File: config.mk
export PLATFORM = sky130hd
export DESIGN_NAME = vd_pm_ctrl_flat
export DESIGN_NICKNAME = d
export VERILOG_FILES = /design/src/rtl/vd_pkg.sv /design/src/rtl/vd_pm_ctrl_if.sv /design/src/rtl/vd_pm_min4.sv /design/src/rtl/vd_pm_ctrl.sv /design/src/flat_wrapper.sv
export SDC_FILE = /design/constraint.sdc
export NUM_CORES = 1
export LEC_CHECK = 0
export BUFFER_PORTS_ARGS = -buffer_cell sky130_fd_sc_hd__clkbuf_2
export CORE_AREA = 2 2 70 72
export CTS_CLUSTER_SIZE = 16
export DETAILED_ROUTE_END_ITERATION = 7
export DIE_AREA = 0 0 72 74
export GPL_ROUTABILITY_DRIVEN = 0
export PLACE_DENSITY = 0.83
export SLEW_MARGIN = 20
export SYNTH_ARGS = -nofsm -noshare
export SYNTH_HDL_FRONTEND = slang
export SYNTH_HIERARCHICAL = 1
export SYNTH_SLANG_ARGS = --single-unit
File: constraint.sdc
create_clock -name clk -period 3.65 [get_ports clk]
set_clock_uncertainty 0.15 [all_clocks]
set_input_delay 0.1825 -clock clk [delete_from_list [all_inputs] [get_ports clk]]
set_output_delay 0.1825 -clock clk [all_outputs]
set_load 0.05 [all_outputs]
File: src/rtl/vd_pkg.sv
// ============================================================================
// Package     : vd_pkg
// Description : Shared definitions for the Viterbi path-metric controller:
//               FSM state encoding and default widths / normalisation level.
// Revision    : 1.0 - initial release
// ============================================================================
`default_nettype none

package vd_pkg;

    // Default configuration values (overridable per instance)
    localparam int VD_LEN_W       = 16;
    localparam int VD_PM_W        = 8;
    localparam int VD_PM_MAX      = (1 << VD_PM_W) - 1;
    localparam int VD_NORM_THRESH = 128;

    // Frame sequencing states
    typedef enum logic [2:0] {
        ST_IDLE     = 3'd0,
        ST_INIT     = 3'd1,
        ST_RUN      = 3'd2,
        ST_TB_START = 3'd3,
        ST_TB_WAIT  = 3'd4,
        ST_DONE     = 3'd5
    } state_t;

endpackage

`default_nettype wire

File: src/rtl/vd_pm_ctrl_if.sv
// ============================================================================
// Interface   : vd_pm_ctrl_if
// Description : Symbol handshake and ACSU/PMU/TBU control bundle of the
//               path-metric controller.
//   master modport : controller side (vd_pm_ctrl)
//   slave  modport : datapath / symbol-source side
//   sym_valid_i/sym_ready_o     branch-metric handshake
//   pm_s0_i..pm_s3_i            path metrics fed back from the PMU
//   pm_init_o/pm_update_o       PMU init pulse / per-symbol update strobe
//   norm_sub_o                  amount ACSU subtracts this update
//   tb_start_o/tb_done_i        traceback handshake
// Revision    : 1.0 - initial release
// ============================================================================
`default_nettype none

interface vd_pm_ctrl_if
    import vd_pkg::*;
#(
    parameter int PM_W = VD_PM_W
);
    logic            sym_valid_i;
    logic            sym_ready_o;
    logic [PM_W-1:0] pm_s0_i;
    logic [PM_W-1:0] pm_s1_i;
    logic [PM_W-1:0] pm_s2_i;
    logic [PM_W-1:0] pm_s3_i;
    logic            pm_init_o;
    logic            pm_update_o;
    logic [PM_W-1:0] norm_sub_o;
    logic            tb_start_o;
    logic            tb_done_i;

    modport master (
        input  sym_valid_i, pm_s0_i, pm_s1_i, pm_s2_i, pm_s3_i, tb_done_i,
        output sym_ready_o, pm_init_o, pm_update_o, norm_sub_o, tb_start_o
    );

    modport slave (
        output sym_valid_i, pm_s0_i, pm_s1_i, pm_s2_i, pm_s3_i, tb_done_i,
        input  sym_ready_o, pm_init_o, pm_update_o, norm_sub_o, tb_start_o
    );

endinterface

`default_nettype wire

File: src/rtl/vd_pm_min4.sv
// ============================================================================
// Module      : vd_pm_min4
// Description : Minimum of four unsigned path metrics, two-level compare tree.
//               Only present when VD_PM_NORM_EN is defined; otherwise the
//               controller has no use for it and the module is not built.
//   a_i..d_i  in   PM_W  path metrics
//   min_o     out  PM_W  smallest of the four
// Revision    : 1.0 - initial release
// ============================================================================
`default_nettype none

`ifdef VD_PM_NORM_EN
module vd_pm_min4
    import vd_pkg::*;
#(
    parameter int PM_W = VD_PM_W
) (
    input  wire logic [PM_W-1:0] a_i,
    input  wire logic [PM_W-1:0] b_i,
    input  wire logic [PM_W-1:0] c_i,
    input  wire logic [PM_W-1:0] d_i,
    output logic      [PM_W-1:0] min_o
);

    logic [PM_W-1:0] w_min_ab;
    logic [PM_W-1:0] w_min_cd;

    assign w_min_ab = (a_i <= b_i) ? a_i : b_i;
    assign w_min_cd = (c_i <= d_i) ? c_i : d_i;
    assign min_o    = (w_min_ab <= w_min_cd) ? w_min_ab : w_min_cd;

endmodule
`endif

`default_nettype wire

File: src/rtl/vd_pm_ctrl.sv
// ============================================================================
// Module      : vd_pm_ctrl
// Description : Sequences one Viterbi decode frame: PM init pulse, per-symbol
//               PMU update gating, optional metric normalisation and the
//               traceback handshake at frame end.
//   clk, rst_n    clock, asynchronous active-low reset
//   start_i       frame start (sampled in IDLE only)
//   frame_len_i   symbols in frame, latched on accepted start
//   bus           vd_pm_ctrl_if.master (symbol handshake, PMU/ACSU/TBU ctl)
//   step_cnt_o    symbols accepted in current frame
//   busy_o        high in every state but IDLE
//   done_o        one-cycle frame-completion pulse
// Build option: VD_PM_NORM_EN enables min-PM normalisation; undefined ties
//               norm_sub_o to zero and drops the comparator tree.
// Revision    : 1.0 - initial release
// ============================================================================
`default_nettype none

module vd_pm_ctrl
    import vd_pkg::*;
#(
    parameter int LEN_W       = VD_LEN_W,
    parameter int PM_W        = VD_PM_W,
    parameter int NORM_THRESH = VD_NORM_THRESH
) (
    input  wire logic             clk,
    input  wire logic             rst_n,
    input  wire logic             start_i,
    input  wire logic [LEN_W-1:0] frame_len_i,
    vd_pm_ctrl_if.master          bus,
    output logic      [LEN_W-1:0] step_cnt_o,
    output logic                  busy_o,
    output logic                  done_o
);

    localparam logic [LEN_W-1:0] c_one         = LEN_W'(1);
    localparam logic [PM_W-1:0]  c_norm_thresh = PM_W'(NORM_THRESH);

    state_t           r_state;
    logic [LEN_W-1:0] r_len;
    logic [LEN_W-1:0] r_step;
    logic             r_pm_init;
    logic             r_tb_start;
    logic             r_done;
    logic             w_ready;
    logic             w_accept;

    // Ready is a pure state decode so the symbol source sees it without latency
    assign w_ready  = (r_state == ST_RUN);
    assign w_accept = bus.sym_valid_i & w_ready;

    always_ff @(posedge clk or negedge rst_n) begin
        if (!rst_n) begin
            r_state    <= ST_IDLE;
            r_len      <= '0;
            r_step     <= '0;
            r_pm_init  <= 1'b0;
            r_tb_start <= 1'b0;
            r_done     <= 1'b0;
        end else begin
            // Pulse outputs are set only on the transition into their state
            r_pm_init  <= 1'b0;
            r_tb_start <= 1'b0;
            r_done     <= 1'b0;
            case (r_state)
                ST_IDLE: begin
                    if (start_i) begin
                        r_len  <= frame_len_i;
                        r_step <= '0;
                        if (frame_len_i == '0) begin
                            r_state <= ST_DONE;
                            r_done  <= 1'b1;
                        end else begin
                            r_state   <= ST_INIT;
                            r_pm_init <= 1'b1;
                        end
                    end
                end
                ST_INIT: begin
                    r_state <= ST_RUN;
                end
                ST_RUN: begin
                    if (w_accept) begin
                        r_step <= r_step + c_one;
                        // r_len is non-zero here, so len-1 cannot underflow
                        if (r_step == r_len - c_one) begin
                            r_state    <= ST_TB_START;
                            r_tb_start <= 1'b1;
                        end
                    end
                end
                ST_TB_START: begin
                    r_state <= ST_TB_WAIT;
                end
                ST_TB_WAIT: begin
                    if (bus.tb_done_i) begin
                        r_state <= ST_DONE;
                        r_done  <= 1'b1;
                    end
                end
                ST_DONE: begin
                    r_state <= ST_IDLE;
                end
                default: begin
                    r_state <= ST_IDLE;
                end
            endcase
        end
    end

    assign bus.sym_ready_o = w_ready;
    assign bus.pm_update_o = w_accept;
    assign bus.pm_init_o   = r_pm_init;
    assign bus.tb_start_o  = r_tb_start;
    assign step_cnt_o      = r_step;
    assign busy_o          = (r_state != ST_IDLE);
    assign done_o          = r_done;

`ifdef VD_PM_NORM_EN
    logic [PM_W-1:0] w_min4;

    vd_pm_min4 #(
        .PM_W (PM_W)
    ) u_min4 (
        .a_i   (bus.pm_s0_i),
        .b_i   (bus.pm_s1_i),
        .c_i   (bus.pm_s2_i),
        .d_i   (bus.pm_s3_i),
        .min_o (w_min4)
    );

    // Subtract only on cycles that actually write new metrics into the PMU
    assign bus.norm_sub_o = (w_accept && (w_min4 >= c_norm_thresh)) ? c_norm_thresh : '0;
`else
    logic w_unused_pm;

    assign w_unused_pm    = ^{bus.pm_s0_i, bus.pm_s1_i, bus.pm_s2_i, bus.pm_s3_i, c_norm_thresh};
    assign bus.norm_sub_o = '0;
`endif

endmodule

`default_nettype wire
File: src/flat_wrapper.sv
// flat-port wrapper written by rule: the top's interface ports become plain ports
module vd_pm_ctrl_flat import vd_pkg::*;
#(
    parameter int LEN_W       = VD_LEN_W,
    parameter int PM_W        = VD_PM_W,
    parameter int NORM_THRESH = VD_NORM_THRESH
)
  (clk, rst_n, start_i, frame_len_i, step_cnt_o, busy_o, done_o, bus_sym_valid_i, bus_pm_s0_i, bus_pm_s1_i, bus_pm_s2_i, bus_pm_s3_i, bus_tb_done_i, bus_sym_ready_o, bus_pm_init_o, bus_pm_update_o, bus_norm_sub_o, bus_tb_start_o);
  vd_pm_ctrl_if #(.PM_W(PM_W)) bus_i ();
  input  wire logic clk;
  input  wire logic rst_n;
  input  wire logic start_i;
  input  wire logic [LEN_W-1:0] frame_len_i;
  output logic      [LEN_W-1:0] step_cnt_o;
  output logic busy_o;
  output logic done_o;
  input wire logic [$bits(bus_i.sym_valid_i)-1:0] bus_sym_valid_i;
  input wire logic [$bits(bus_i.pm_s0_i)-1:0] bus_pm_s0_i;
  input wire logic [$bits(bus_i.pm_s1_i)-1:0] bus_pm_s1_i;
  input wire logic [$bits(bus_i.pm_s2_i)-1:0] bus_pm_s2_i;
  input wire logic [$bits(bus_i.pm_s3_i)-1:0] bus_pm_s3_i;
  input wire logic [$bits(bus_i.tb_done_i)-1:0] bus_tb_done_i;
  output wire logic [$bits(bus_i.sym_ready_o)-1:0] bus_sym_ready_o;
  output wire logic [$bits(bus_i.pm_init_o)-1:0] bus_pm_init_o;
  output wire logic [$bits(bus_i.pm_update_o)-1:0] bus_pm_update_o;
  output wire logic [$bits(bus_i.norm_sub_o)-1:0] bus_norm_sub_o;
  output wire logic [$bits(bus_i.tb_start_o)-1:0] bus_tb_start_o;
  assign bus_i.sym_valid_i = bus_sym_valid_i;
  assign bus_i.pm_s0_i = bus_pm_s0_i;
  assign bus_i.pm_s1_i = bus_pm_s1_i;
  assign bus_i.pm_s2_i = bus_pm_s2_i;
  assign bus_i.pm_s3_i = bus_pm_s3_i;
  assign bus_i.tb_done_i = bus_tb_done_i;
  assign bus_sym_ready_o = bus_i.sym_ready_o;
  assign bus_pm_init_o = bus_i.pm_init_o;
  assign bus_pm_update_o = bus_i.pm_update_o;
  assign bus_norm_sub_o = bus_i.norm_sub_o;
  assign bus_tb_start_o = bus_i.tb_start_o;
  vd_pm_ctrl #(.LEN_W(LEN_W), .PM_W(PM_W), .NORM_THRESH(NORM_THRESH)) u_core (.clk(clk), .rst_n(rst_n), .start_i(start_i), .frame_len_i(frame_len_i), .bus(bus_i), .step_cnt_o(step_cnt_o), .busy_o(busy_o), .done_o(done_o));
endmodule
== Word level (Yosys, flattened, before mapping) ==
Index checks and enable logic that the tools add are counted.
Widths: inputs -> output; s select.
Operators by class
  shifts and indexed selects: 0
  multipliers: 0
  bitwise operators: 1
  $lt $le $gt $ge: 0
  reduce and logical (&&, ||, !) cells: 7
  eq/ne operators: 9
  div/mod/pow operators: 0
  $add $sub $neg: 2
  mux-type cells: 19
Operator list (count)
  $mux 16: 2
  $pmux 16 s2: 1
  $add 16x1->16 const B: 1
  $eq 16x16->1: 1
  $logic_not 16->1: 1
  $sub 16x1->16 const B: 1
  $mux 3: 5
  $pmux 3 s5: 1
  $mux 1: 9
  $ne 2x2->1 const B: 4
  $eq 3x2->1 const B: 2
  $reduce_and 4->1: 1
  $eq 3x1->1 const B: 1
  $eq 3x3->1 const B: 1
  $logic_not 3->1: 1
  $reduce_and 3->1: 1
  $reduce_bool 3->1: 1
  $pmux 1 s2: 1
  $reduce_and 2->1: 1
  $reduce_bool 2->1: 1
  $and 1x1->1: 1
Word-level totals
  ROM bits: 0
  memories kept: 0
  register bits after elaboration: 38
  input bits: 53
  bits in latches: 0
  memory bits (writable): 0
  output and inout bits: 30
  logic and storage cells: 44

== Logic depth before layout (Yosys ltp) ==
Gate-level depths: netlist of run 1.
  word-level depth: 5
  depth in mapped cells: 9
  depth with buffers taken out: 9

== Worst setup path before layout of run 1 ==
OpenSTA, ideal clock, no wires.
  kind: flip-flop to flip-flop
  start point: register u_core.r_state[2]
  end point: register u_core.r_step[10], in the netlist u_core/step_cnt_o[10]
  period minus slack after synthesis: 2559 ps
  required time: 3368 ps
  data arrival time: 2277 ps
  path buffers: 3
  setup slack: 1091 ps
  stages on the path, launching flop included: 7
  library setup time: 132 ps
  cell sequence: dfrtp_1 clkbuf_1 or3_1 nor2_1 clkbuf_1 buf_1 nor2_1
On the way
  longest elaborated chain between the ends: 4
  elaborated cells on any way between the ends: 8
  classes of those cells: 3 x eq/ne; 1 x mux; 1 x bitwise; 3 x reduce/logical
Ends and longest elaborated chain
  start: declaration: line vd_pm_ctrl.sv:39  | state_t r_state;
  start signal: assignment: line vd_pm_ctrl.sv:54  | r_state <= ST_IDLE;
  start signal: assignment: line vd_pm_ctrl.sv:71  | r_state <= ST_DONE;
  start signal: assignment: line vd_pm_ctrl.sv:74  | r_state <= ST_INIT;
  $eq 3x2->1: line vd_pm_ctrl.sv:49, vd_pm_ctrl.sv:65
  $and 1x1->1: line vd_pm_ctrl.sv:50  | assign w_accept = bus.sym_valid_i & w_ready;
  $ne 2x2->1 (no line)
  $reduce_and 3->1 (no line)
  end signal: assignment: line vd_pm_ctrl.sv:84  | r_step <= r_step + c_one;
  end: declaration: line vd_pm_ctrl.sv:41  | logic [LEN_W-1:0] r_step;
Parallel ways exist; a longest one is shown, timed or not.
A chain may end at the register's enable or synchronous reset.

== Final worst setup path of run 1 ==
  start point: register u_core.r_len[0]
  end point: register u_core.r_state[0]
On the way
  longest elaborated chain between the ends: 4
Ends and longest elaborated chain
  start: declaration: line vd_pm_ctrl.sv:40  | logic [LEN_W-1:0] r_len;
  start signal: assignment: line vd_pm_ctrl.sv:68  | r_len <= frame_len_i;
  $sub 16x1->16: line vd_pm_ctrl.sv:86  | if (r_step == r_len - c_one) begin
  $eq 16x16->1: line vd_pm_ctrl.sv:86
  $ne 2x2->1 (no line)
  $reduce_and 4->1 (no line)
  end signal: assignment: line vd_pm_ctrl.sv:87  | r_state <= ST_TB_START;
  end signal: assignment: line vd_pm_ctrl.sv:93  | r_state <= ST_TB_WAIT;
  end signal: assignment: line vd_pm_ctrl.sv:97  | r_state <= ST_DONE;
Every way passes these cells.

==> impl_metrics.py, run 1 <==
metrics = {
    "synthesis": {
        "yosys_warnings": 6,
        "ys_ff_latch": 38,
        "seq_area_frac_synth": 0.403,
        "synth_cells": 246,
        "yosys.cell_types.count": 46,
        "netlist_area_sq_mm": 0.00236,
        "syn_area_per_cell_sq_um": 9.60,
    },
    "power": {
        "p_leak_nw": 1.24,
        "ir_drop_mv": 0.314,
        "swShare": 0.448,
        "intPower_mw": 1.08,
        "power.density_mw_per_mm2": 707,
        "power_switching_mw": 0.878,
        "seqPwrFrac": 0.390,
        "p_clk_frac": 0.152,
        "power_frac_comb": 0.458,
    },
    "floorplanning": {
        "start_util": 0.514,
        "die_height_um": 74,
        "rows": 25,
        "ioPinCount": 83,
        "core_sq_mm": 0.00460,
        "die_w_um": 72,
        "die-area_sq_mm": 0.00533,
    },
    "clock_tree": {
        "ctsResizeCount": 0,
        "cts-root-buf": "clkbuf_8",
        "h-tree-depth": 2,
        "insertion_delay_ps": 290,
        "cts_buffer_depth": 2,
        "cts_tree": "done",
        "cts_num_sinks": 38,
        "cts-buffers-inserted": 5,
        "clk_pin_slew_worst_paths_ps": 70,
    },
    "route": {
        "ant_nets": 0,
        "dr_total_vias": 1962,
        "drt-pass1-iter-count": 4,
        "drc": 0,
        "viasPerCell": 5.59,
        "drt_iter0_drc": 165,
        "routedWlPerCell_um": 15.8,
        "wl_mm": 5.56,
    },
    "timing": {
        "slew_headroom": 0.362,
        "slew_viol_final": 0,
        "max_slew.worst_pin.slew_ps": 957,
        "finalWorstPathRequiredPeriod_ps": 2740,
        "fmax_ghz": 0.365,
        "finalCritPeriodShare": 0.751,
        "setup_viol": 0,
        "setup_tns_ps": 0,
        "hold_viol": 0,
        "rsz0062_at_grt": "no",
        "worst_hold_slack_ps": 6.69,
    },
    "finish": {
        "final_area_sq_mm": 0.00277,
        "syn_to_final_growth_pct": 17.4,
        "multi_input_area_sq_mm": 0.00132,
        "layout_commonest_cell": "clkbuf_2",
        "num_antenna_cells": 0,
        "register_area_sq_um": 951,
        "fillerInstances": 384,
        "layout_common_cells": "clkbuf_2, dfrtp_1, nor2_1",
        "nNetsFinal": 351,
        "drive_gt1_frac": 0.239,
    },
    "place": {
        "port_buffers": 42,
        "place_hpwl_mm": 3.82,
        "dpl_cell_area_sq_mm": 0.00257,
    },
    "critical_path": {
        "worstPathMaxFanout": 6,
        "r2r-end": "u_core/r_state[0]",
        "worstSetupPathType": "reg -> reg",
        "critPathArrivalTime_ps": 2800,
        "required_ps": 3710,
        "endpoint_kind": "register",
        "r2r-start": "u_core/r_len[0]",
        "start_kind": "register",
        "rrSetupSlack_ps": 910,
        "reg2regPathDepth": 7,
    },
    "global_routing": {
        "grt_first_pass_wirelength_mm": 8.93,
        "antenna_found_initial": 0,
        "grt_remaining_overflow": 0,
        "grt_pass1_vias": 1871,
        "grt.total_usage": 0.218,
        "grt_max_degree": 39,
    },
    "worst_hold_path": {
        "hp-start": "frame_len_i[7]",
        "hold_path_class": "in -> reg",
        "min_delay_path_depth": 2,
        "min_to": "u_core/r_len[7]",
    },
    "flow_run": {
        "maxCapViolCount": 0,
    },
    "status": {
        "outcome": "finished clean",
    },
}
[per-stage QoR]
stage / total power [mW] / utilization / std cells / setup WS (ps)
6_report: 1.96 / 0.603 / 351 / 909
4_1_cts: 1.95 / 0.603 / 351 / 968
5_1_grt: 2.09 / 0.603 / 351 / 674
3_5_place_dp: 1.63 / 0.559 / 332 / 956
2_1_floorplan: 1.46 / - / 253 / 1090
3_3_place_gp: 1.60 / 0.559 / 332 / 982
[power by group through the flow]
stage,Sequential [mW],Clock [mW],Combinational (mW)
after floorplan,0.710,0,0.749
after global placement,0.753,0,0.848
after detailed placement,0.760,0,0.873
after CTS,0.754,0.304,0.887
after global routing,0.786,0.328,0.976
final,0.765,0.298,0.899
[logic make-up (layout without fill, tap and decap cells)]
kind of cell / Yosys count / after routing / share of synthesized area
xor+xnor: 35 / 35 / 0.130
mux: 20 / 20 / 0.0922
buf+inv: 23 / 67 / 0.0524
compound gates: 29 / 29 / 0.0916
fa+ha+maj: 2 / 2 / 0.0106
flops: 38 / 38 / 0.403
other cells: 1 / 8 / 0.00159
simple gates: 98 / 98 / 0.219
[layer usage]
metal,global-route usage,vias up,part of all wire
li1,-,947,-
met1,0.297,924,0.45
met2,0.346,78,0.48
met3,0.0312,13,0.046
met4,0.107,0,0.026
met5,0,-,0
[Yosys cell counts, drive strengths merged]
cell / instances / area share
nor2: 28 / 0.044
mux2: 14 / 0.067
a21boi: 1 / 0.0032
dfrtp: 38 / 0.40
and4: 1 / 0.0037
or3: 4 / 0.011
a21oi: 5 / 0.011
clkbuf: 8 / 0.013
o31a: 1 / 0.0037
and3b: 1 / 0.0037
nor3: 9 / 0.021
a211oi: 4 / 0.015
conb: 1 / 0.0016
ha: 2 / 0.011
and2: 4 / 0.011
xnor2: 21 / 0.078
mux2i: 6 / 0.025
nand4bb: 1 / 0.0048
nand4: 4 / 0.011
nand2b: 2 / 0.0053
a22oi: 1 / 0.0032
a211o: 1 / 0.0037
or4: 1 / 0.0048
nor4b: 1 / 0.0037
a31oi: 1 / 0.0026
o22a: 1 / 0.0037
nand3: 7 / 0.015
nand2: 14 / 0.022
buf: 10 / 0.032
o21ai: 8 / 0.017
and3: 7 / 0.019
nor2b: 4 / 0.011
inv: 5 / 0.0079
a2111oi: 1 / 0.012
a22o: 2 / 0.0074
nor4: 9 / 0.026
xor2: 14 / 0.052
o22ai: 1 / 0.0026
a31o: 1 / 0.0037
nor3b: 1 / 0.0032
o2bb2ai: 1 / 0.0037
[layout make-up]
| type | count | share of cell area |
|---|---|---|
| multi-input cells | 192 | 0.475 |
| flip-flops and latches | 38 | 0.343 |
| repair buffers | 54 | 0.118 |
| clock buffers | 7 | 0.0311 |
| well taps | 54 | 0.0244 |
| inverters | 5 | 0.00677 |
| clock inverters | 1 | 0.00181 |
[registers in the layout (all words and copies together), names as in the netlist]
register	flops
u_core/r_len	16
u_core/step_cnt_o	16
u_core/done_o	1
u_core/bus.tb_start_o	1
u_core/bus.pm_init_o	1
u_core/r_state	3
[worst max-delay path: stages (launching register included)]
cell and delay (ps):
dfrtp_1 420, nor3_1 740, a31oi_1 210, a211oi_1 310, o22ai_1 160, a2111oi_4 240
nand4bb_1 180, a211oi_2 240
[worst max-delay path by stage]
stage                           start                    end  slack [ps]
floorplan           u_core/r_state[2]  u_core/step_cnt_o[10]        1090
global placement      u_core/r_len[3]      u_core/r_state[0]         980
detailed placement    u_core/r_len[3]      u_core/r_state[0]         960
CTS                   u_core/r_len[3]      u_core/r_state[0]         970
global route          u_core/r_len[3]      u_core/r_state[0]         670
finish                u_core/r_len[0]      u_core/r_state[0]         910
[repair_timing]
| item | CTS | global route |
|---|---|---|
| endpoints found under the setup margin | 0 | 0 |
| hold endpoints to repair | 48 | 0 |
| setup buffers | 0 | 0 |
| hold buffers | 11 | 0 |
Power figures use the tool's default switching activity.
==> run 2: changes to the inputs <==
--- a/config.mk
+++ b/config.mk
@@ -5,13 +5,14 @@
 export SDC_FILE = /design/constraint.sdc
 export NUM_CORES = 1
 export LEC_CHECK = 0
+export ABC_AREA = 1
 export BUFFER_PORTS_ARGS = -buffer_cell sky130_fd_sc_hd__clkbuf_2
-export CORE_AREA = 2 2 70 72
+export CORE_AREA = 2 2 74 76
 export CTS_CLUSTER_SIZE = 16
 export DETAILED_ROUTE_END_ITERATION = 7
-export DIE_AREA = 0 0 72 74
+export DIE_AREA = 0 0 76 78
 export GPL_ROUTABILITY_DRIVEN = 0
-export PLACE_DENSITY = 0.83
+export PLACE_DENSITY = 0.78
 export SLEW_MARGIN = 20
 export SYNTH_ARGS = -nofsm -noshare
 export SYNTH_HDL_FRONTEND = slang
==> constraint.sdc (replaced) <==
create_clock -name clk -period 2.6 [get_ports clk]
set_clock_uncertainty 0.15 [all_clocks]
set_input_delay 0.13 -clock clk [delete_from_list [all_inputs] [get_ports clk]]
set_output_delay 0.13 -clock clk [all_outputs]
set_load 0.05 [all_outputs]
==> run 2 against run 1 <==
  * Sequential share of layout area decreased by 3.1 points
  * First-iteration DRC count is 17% lower
  * Count of clock-buffer cells in the layout decreased by 2
  * Total power increased by 42%
  * Critical path type unchanged
  * Highest routed layer unchanged
==> impl_metrics.py, run 2 <==
metrics = {
    "status": {
        "outcome": "finished clean",
    },
    "finish": {
        "num_antenna_cells": 0,
        "drive_gt1_frac": 0.152,
        "nNetsFinal": 482,
        "layout_common_cells": "nand2_1, inv_1, nor2_1",
        "multi_input_area_sq_mm": 0.00127,
        "syn_to_final_growth_pct": 21.8,
        "fillerInstances": 446,
        "register_area_sq_um": 951,
        "layout_commonest_cell": "nand2_1",
        "final_area_sq_mm": 0.00305,
    },
    "power": {
        "swShare": 0.471,
        "power.density_mw_per_mm2": 912,
        "seqPwrFrac": 0.339,
        "ir_drop_mv": 0.481,
        "p_leak_nw": 1.70,
        "intPower_mw": 1.47,
        "power_frac_comb": 0.483,
        "p_clk_frac": 0.177,
        "power_switching_mw": 1.31,
    },
    "place": {
        "dpl_cell_area_sq_mm": 0.00276,
        "post-place-ws_ps": 397,
        "place_hpwl_mm": 4.20,
        "port_buffers": 42,
    },
    "synthesis": {
        "yosys.area.top_type": "dfrtp_1",
        "ys_ff_latch": 38,
        "netlist_area_sq_mm": 0.00250,
        "seq_area_frac_synth": 0.380,
        "synthMuxAreaShare": 0,
        "synth_cells": 364,
        "synth_area_leaders": "dfrtp_1, nand2_1, inv_1, nor2_1, nand3_1",
        "synthFlopType": "dfrtp_1",
        "async_reset_ff_frac": 1.00,
        "yosys.cell_types.count": 32,
        "synth_top_area_share": 0.380,
        "synth_most_common_cell": "nand2_1",
        "synth_fa_ha_area_frac": 0.0100,
        "yosys_warnings": 6,
        "synth_xor_area_frac": 0.0440,
        "syn_area_per_cell_sq_um": 6.87,
        "synth-edff-count": 0,
        "synth_top_family_by_area": "simple AND/OR/NAND/NOR gates",
        "synth_commonest_cells": "nand2_1, inv_1, nor2_1",
        "synth_compound_area_frac": 0.0885,
        "synth_simple_gate_area_share": 0.352,
    },
    "floorplanning": {
        "start_util": 0.496,
        "die_height_um": 78,
        "die_w_um": 76,
        "core_sq_mm": 0.00504,
        "die-area_sq_mm": 0.00593,
        "ioPinCount": 83,
        "rows": 26,
    },
    "timing": {
        "worst_hold_slack_ps": 15.3,
        "fmax_ghz": 0.434,
        "slew_headroom": 0.394,
        "finalWorstPathRequiredPeriod_ps": 2300,
        "setup_tns_ps": 0,
        "fin_ws_ps": 297,
        "finalCritPeriodShare": 0.886,
        "max_slew.worst_pin.slew_ps": 909,
        "hold_viol": 0,
        "slew_viol_final": 0,
        "setup_viol": 0,
        "rsz0062_at_grt": "no",
    },
    "route": {
        "viasPerCell": 4.91,
        "dr_total_vias": 2443,
        "wl_mm": 5.81,
        "drt-pass1-iter-count": 4,
        "drt_iter0_drc": 137,
        "routedWlPerCell_um": 11.7,
        "drc": 0,
        "ant_nets": 0,
    },
    "clock_tree": {
        "h-tree-depth": 2,
        "cts_tree": "done",
        "postCtsHoldBufs": 18,
        "insertion_delay_ps": 290,
        "clk_pin_slew_worst_paths_ps": 80,
        "cts-root-buf": "clkbuf_8",
        "cts-buffers-inserted": 5,
        "cts_setup_buffers": 0,
        "cts_buffer_depth": 2,
        "cts_num_sinks": 38,
        "ctsResizeCount": 0,
    },
    "critical_path": {
        "start_kind": "register",
        "worstSetupPathType": "reg -> reg",
        "crit_buf_inv": 1,
        "critPathArrivalTime_ps": 2380,
        "cpLargestDelayFamily": "simple AND/OR/NAND/NOR gates",
        "crit_chain": "inv_1 > ha_1 > nand2_1 > nor2_1 > nand3_1 > nand2_1 > nand2_1 > nor2_1 > nand2_1 > nor2_1 > nand3_1 > nand2_1 > nand2_1 > nor2_1",
        "rrSetupSlack_ps": 300,
        "slowest_stage": "dfrtp_1",
        "slowest_delay_ps": 420,
        "required_ps": 2670,
        "crit_top_cell": "nand2_1",
        "endpoint_kind": "register",
        "worstPathMaxFanout": 6,
    },
    "global_routing": {
        "grt_max_degree": 39,
        "grt.total_usage": 0.202,
        "grt_first_pass_wirelength_mm": 9.71,
        "grt_remaining_overflow": 0,
        "grt_pass1_vias": 2231,
        "antenna_found_initial": 0,
    },
    "worst_hold_path": {
        "hold_path_class": "in -> reg",
    },
    "flow_run": {
        "maxCapViolCount": 0,
    },
}
-- run 2: cell type report --
cell class | count | share of cell area
Multi-Input combinational cell | 258 | 0.415
Sequential cell | 38 | 0.312
Timing Repair Buffer | 61 | 0.131
Inverter | 63 | 0.0776
Tap cell | 70 | 0.0287
Clock buffer | 5 | 0.0226
Clock inverter | 3 | 0.0131
-- run 2: cells by family (layout without fill, tap and decap cells) --
family / Yosys count / count (layout)
DFF: 38 / 38
adders and majority gates: 2 / 2
buffers and inverters: 75 / 132
AOI/OAI and AO/OA: 41 / 41
other: 1 / 8
xor gates and xnor gates: 11 / 11
and+or+nand+nor: 196 / 196
-- run 2: routing by layer --
| layer | vias to the layer above | track usage | wire, um |
|---|---|---|---|
| met5 | - | 0 | 0 |
| met4 | 0 | 0.0636 | 93 |
| met3 | 8 | 0.0233 | 253 |
| met2 | 69 | 0.366 | 2960 |
| met1 | 1116 | 0.253 | 2510 |
| li1 | 1250 | - | - |
-- run 2: path summary, 6_finish.rpt --
check	start	end	cells past startpoint
setup / recovery	u_core/r_len[0]	u_core/r_state[0]	14
hold / removal	bus_sym_valid_i	u_core/step_cnt_o[15]	4
setup reg to reg	u_core/r_len[0]	u_core/r_state[0]	14
hold reg to reg	u_core/r_len[15]	u_core/r_len[15]	2
max in group asynchronous	rst_n	u_core/step_cnt_o[10]	2
min in group asynchronous	rst_n	u_core/step_cnt_o[15]	2
-- run 2: power groups by stage --
stage / Clock [mW] / Sequential [mW] / Combinational, mW
6_report: 0.494 / 0.943 / 1.34
5_1_grt: 0.528 / 0.966 / 1.54
4_1_cts: 0.499 / 0.939 / 1.34
3_5_place_dp: 0 / 0.949 / 1.31
3_3_place_gp: 0 / 0.948 / 1.27
2_1_floorplan: 0 / 0.969 / 1.00
-- run 2: worst register-to-register path: stages, from the launching register on --
cell and delay, ps:
dfrtp_1 420, inv_1 110, ha_1 190, nand2_1 100, nor2_1 320, nand3_1 120, nand2_1 80, nand2_1 60
nor2_1 110, nand2_1 70, nor2_1 130, nand3_1 140, nand2_1 110, nand2_1 50, nor2_1 70
-- run 2: per-stage QoR --
stage               utilization  power, mW  cells
floorplan                     -       1.97    371
global placement          0.547       2.22    472
detailed placement        0.547       2.26    472
CTS                       0.604       2.78    498
global route              0.604       3.04    498
finish                    0.604       2.78    498
==> run 3: changes to the inputs <==
--- a/config.mk
+++ b/config.mk
@@ -7,12 +7,15 @@
 export LEC_CHECK = 0
 export ABC_AREA = 1
 export BUFFER_PORTS_ARGS = -buffer_cell sky130_fd_sc_hd__clkbuf_2
-export CORE_AREA = 2 2 74 76
+export CELL_PAD_IN_SITES_DETAIL_PLACEMENT = 1
+export CELL_PAD_IN_SITES_GLOBAL_PLACEMENT = 1
+export CORE_AREA = 2 2 88 90
 export CTS_CLUSTER_SIZE = 16
 export DETAILED_ROUTE_END_ITERATION = 7
-export DIE_AREA = 0 0 76 78
+export DIE_AREA = 0 0 90 92
 export GPL_ROUTABILITY_DRIVEN = 0
-export PLACE_DENSITY = 0.78
+export PLACE_DENSITY_LB_ADDON = 0.1
+export SETUP_SLACK_MARGIN = 0.3
 export SLEW_MARGIN = 20
 export SYNTH_ARGS = -nofsm -noshare
 export SYNTH_HDL_FRONTEND = slang
==> run 3 against run 2 <==
  * Die area grew 40%
  * Hold slack improved by 22 ps
  * Worst setup slack gained 180 ps
  * Global-route usage is 1.9 points lower
  * Core utilization shrank 18 points
  * Design area increased by 4.1%
  * Sequential share of layout area shrank 1.2 points
  * Count of clock-buffer cells in the layout rose by 1
  * Total power is 9.9% higher
  * Cell count rose by 7.0%
  * Highest routed layer unchanged
==> impl_metrics.py, run 3 (synthesis results as in run 2) <==
metrics = {
    "finish": {
        "register_area_sq_um": 951,
        "multi_input_area_sq_mm": 0.00130,
        "num_antenna_cells": 0,
        "layout_commonest_cell": "nand2_1",
        "drive_gt1_frac": 0.176,
        "layout_common_cells": "nand2_1, inv_1, clkbuf_2",
        "syn_to_final_growth_pct": 26.8,
        "nNetsFinal": 485,
        "fillerInstances": 993,
        "fin_util": 0.426,
    },
    "critical_path": {
        "required_ps": 2680,
        "rrSetupSlack_ps": 480,
        "worstSetupPathType": "reg -> reg",
        "crit_end": "u_core/r_state[0]",
        "r2r-start": "u_core/r_len[0]",
        "start_kind": "register",
        "endpoint_kind": "register",
        "crit_chain": "inv_2 > ha_2 > nand2_1 > nor2_4 > nand3_1 > nand2_1 > nand2_1 > nor2_1 > nand2_1 > nor2_1 > nand3_2 > nand2_1 > nand2_1 > nor2_1",
        "slowest_delay_ps": 410,
        "slowest_stage": "dfrtp_1",
        "critPathLaunch": "u_core/r_len[0]",
        "reg2regPathDepth": 14,
        "crit_top_cell": "nand2_1",
        "r2r-end": "u_core/r_state[0]",
        "worstPathMaxFanout": 6,
        "critPathArrivalTime_ps": 2200,
    },
    "power": {
        "p_leak_nw": 1.73,
        "power_frac_comb": 0.479,
        "seqPwrFrac": 0.313,
        "ir_drop_mv": 0.459,
        "swShare": 0.463,
        "power.density_mw_per_mm2": 963,
        "p_clk_frac": 0.208,
        "power_switching_mw": 1.42,
        "intPower_mw": 1.64,
    },
    "timing": {
        "rsz0062_at_grt": "no",
        "finalCritPeriodShare": 0.817,
        "hold_viol": 0,
        "slew_viol_final": 0,
        "max_slew.worst_pin.slew_ps": 872,
        "setup_tns_ps": 0,
        "fmax_ghz": 0.471,
        "setup_viol": 0,
        "finalWorstPathRequiredPeriod_ps": 2120,
        "slew_headroom": 0.419,
    },
    "route": {
        "dr_total_vias": 2456,
        "viasPerCell": 4.61,
        "drt-pass1-iter-count": 4,
        "drt_iter0_drc": 52,
        "ant_nets": 0,
        "drc": 0,
        "wl_mm": 7.11,
        "routedWlPerCell_um": 13.3,
    },
    "floorplanning": {
        "rows": 32,
        "start_util": 0.336,
        "core_sq_mm": 0.00745,
        "die_w_um": 90,
        "die_height_um": 92,
        "ioPinCount": 83,
        "die-area_sq_mm": 0.00828,
    },
    "status": {
        "outcome": "finished clean",
    },
    "global_routing": {
        "antenna_found_initial": 0,
        "grt_first_pass_wirelength_mm": 12.1,
        "grt_pass1_vias": 2489,
        "grt_remaining_overflow": 0,
        "grt.total_usage": 0.183,
        "grt_max_degree": 43,
    },
    "clock_tree": {
        "cts-buffers-inserted": 5,
        "h-tree-depth": 2,
        "insertion_delay_ps": 290,
        "cts_buffer_depth": 2,
        "clk_pin_slew_worst_paths_ps": 80,
        "cts_tree": "done",
        "cts_num_sinks": 38,
        "cts-root-buf": "clkbuf_8",
    },
    "flow_run": {
        "maxCapViolCount": 0,
    },
    "worst_hold_path": {
        "hold_path_class": "in -> reg",
    },
    "place": {
        "port_buffers": 42,
        "place_hpwl_mm": 5.38,
    },
}
==> run 3: cell types whose count changed in the layout (fill, tap and decap cells not counted), moves of 2 or more <==
cell	delta
buf_4	+3
clkinv_2	-2
nor2_1	-4
nor2_2	+2
nor2_4	+2
==> run 3: power by group through the flow <==
stage	registers (mW)	logic (mW)	clock network (mW)
floorplan	0.969	1.00	0
global placement	0.960	1.34	0
detailed placement	0.963	1.38	0
CTS	0.954	1.42	0.654
global route	0.990	1.67	0.678
finish	0.956	1.47	0.634
==> run 3: how the worst min path moves through the flow <==
stage,from,end,slack (ps),cells past startpoint
after detailed placement,rst_n,u_core/step_cnt_o[0],210,1
final,bus_sym_valid_i,u_core/step_cnt_o[1],40,4
after floorplan,rst_n,u_core/bus.pm_init_o,-320,0
after global placement,rst_n,u_core/bus.tb_start_o,200,1
after global routing,bus_sym_valid_i,u_core/step_cnt_o[15],50,4
after CTS,bus_sym_valid_i,u_core/step_cnt_o[1],20,4
==> run 3: cell type report <==
type | count | area share
tap | 102 | 0.0402
clock inverter | 2 | 0.0189
inverter | 63 | 0.0745
multi-input combinational | 258 | 0.408
sequential | 38 | 0.300
timing repair buffer | 64 | 0.132
clock buffer | 6 | 0.0260
==> run 3: metrics by stage <==
step | instance area [sq um] | worst slack [ps] | instances | power [mW] | hold WS, ps
2_1_floorplan | 2530 | 441 | 371 | 1.97 | -316
3_3_place_gp | 2810 | 328 | 505 | 2.30 | 199
3_5_place_dp | 2810 | 282 | 505 | 2.34 | 206
5_1_grt | 3170 | 301 | 533 | 3.34 | 51.5
6_report | 3170 | 477 | 533 | 3.06 | 37.3
4_1_cts | 3130 | 358 | 531 | 3.02 | 23.9
==> run 3: worst max-delay path, delay by kind of cell (launching register included) <==
kind,cells,cell delay [ps]
adder cells (fa/ha/maj),1,210
flip-flops,1,410
buffers and inverters,1,90
AND/OR/NAND/NOR,12,1220
==> run 3: what timing repair did <==
| item | CTS | global route |
|---|---|---|
| hold buffers | 18 | 0 |
| hold endpoints to repair | 56 | 0 |
| resized for setup | 2 | 8 |
| pin swaps | 0 | 1 |
| buffers inserted | 0 | 2 |
| setup endpoints to repair | 2 | 3 |
==> run 3: layer usage <==
metal	up-vias	global-route usage	routed length [um]
li1	1246	-	-
met1	1168	0.239	3380
met2	40	0.323	3530
met3	2	0.0271	173
met4	0	0.0397	37
met5	-	0	0
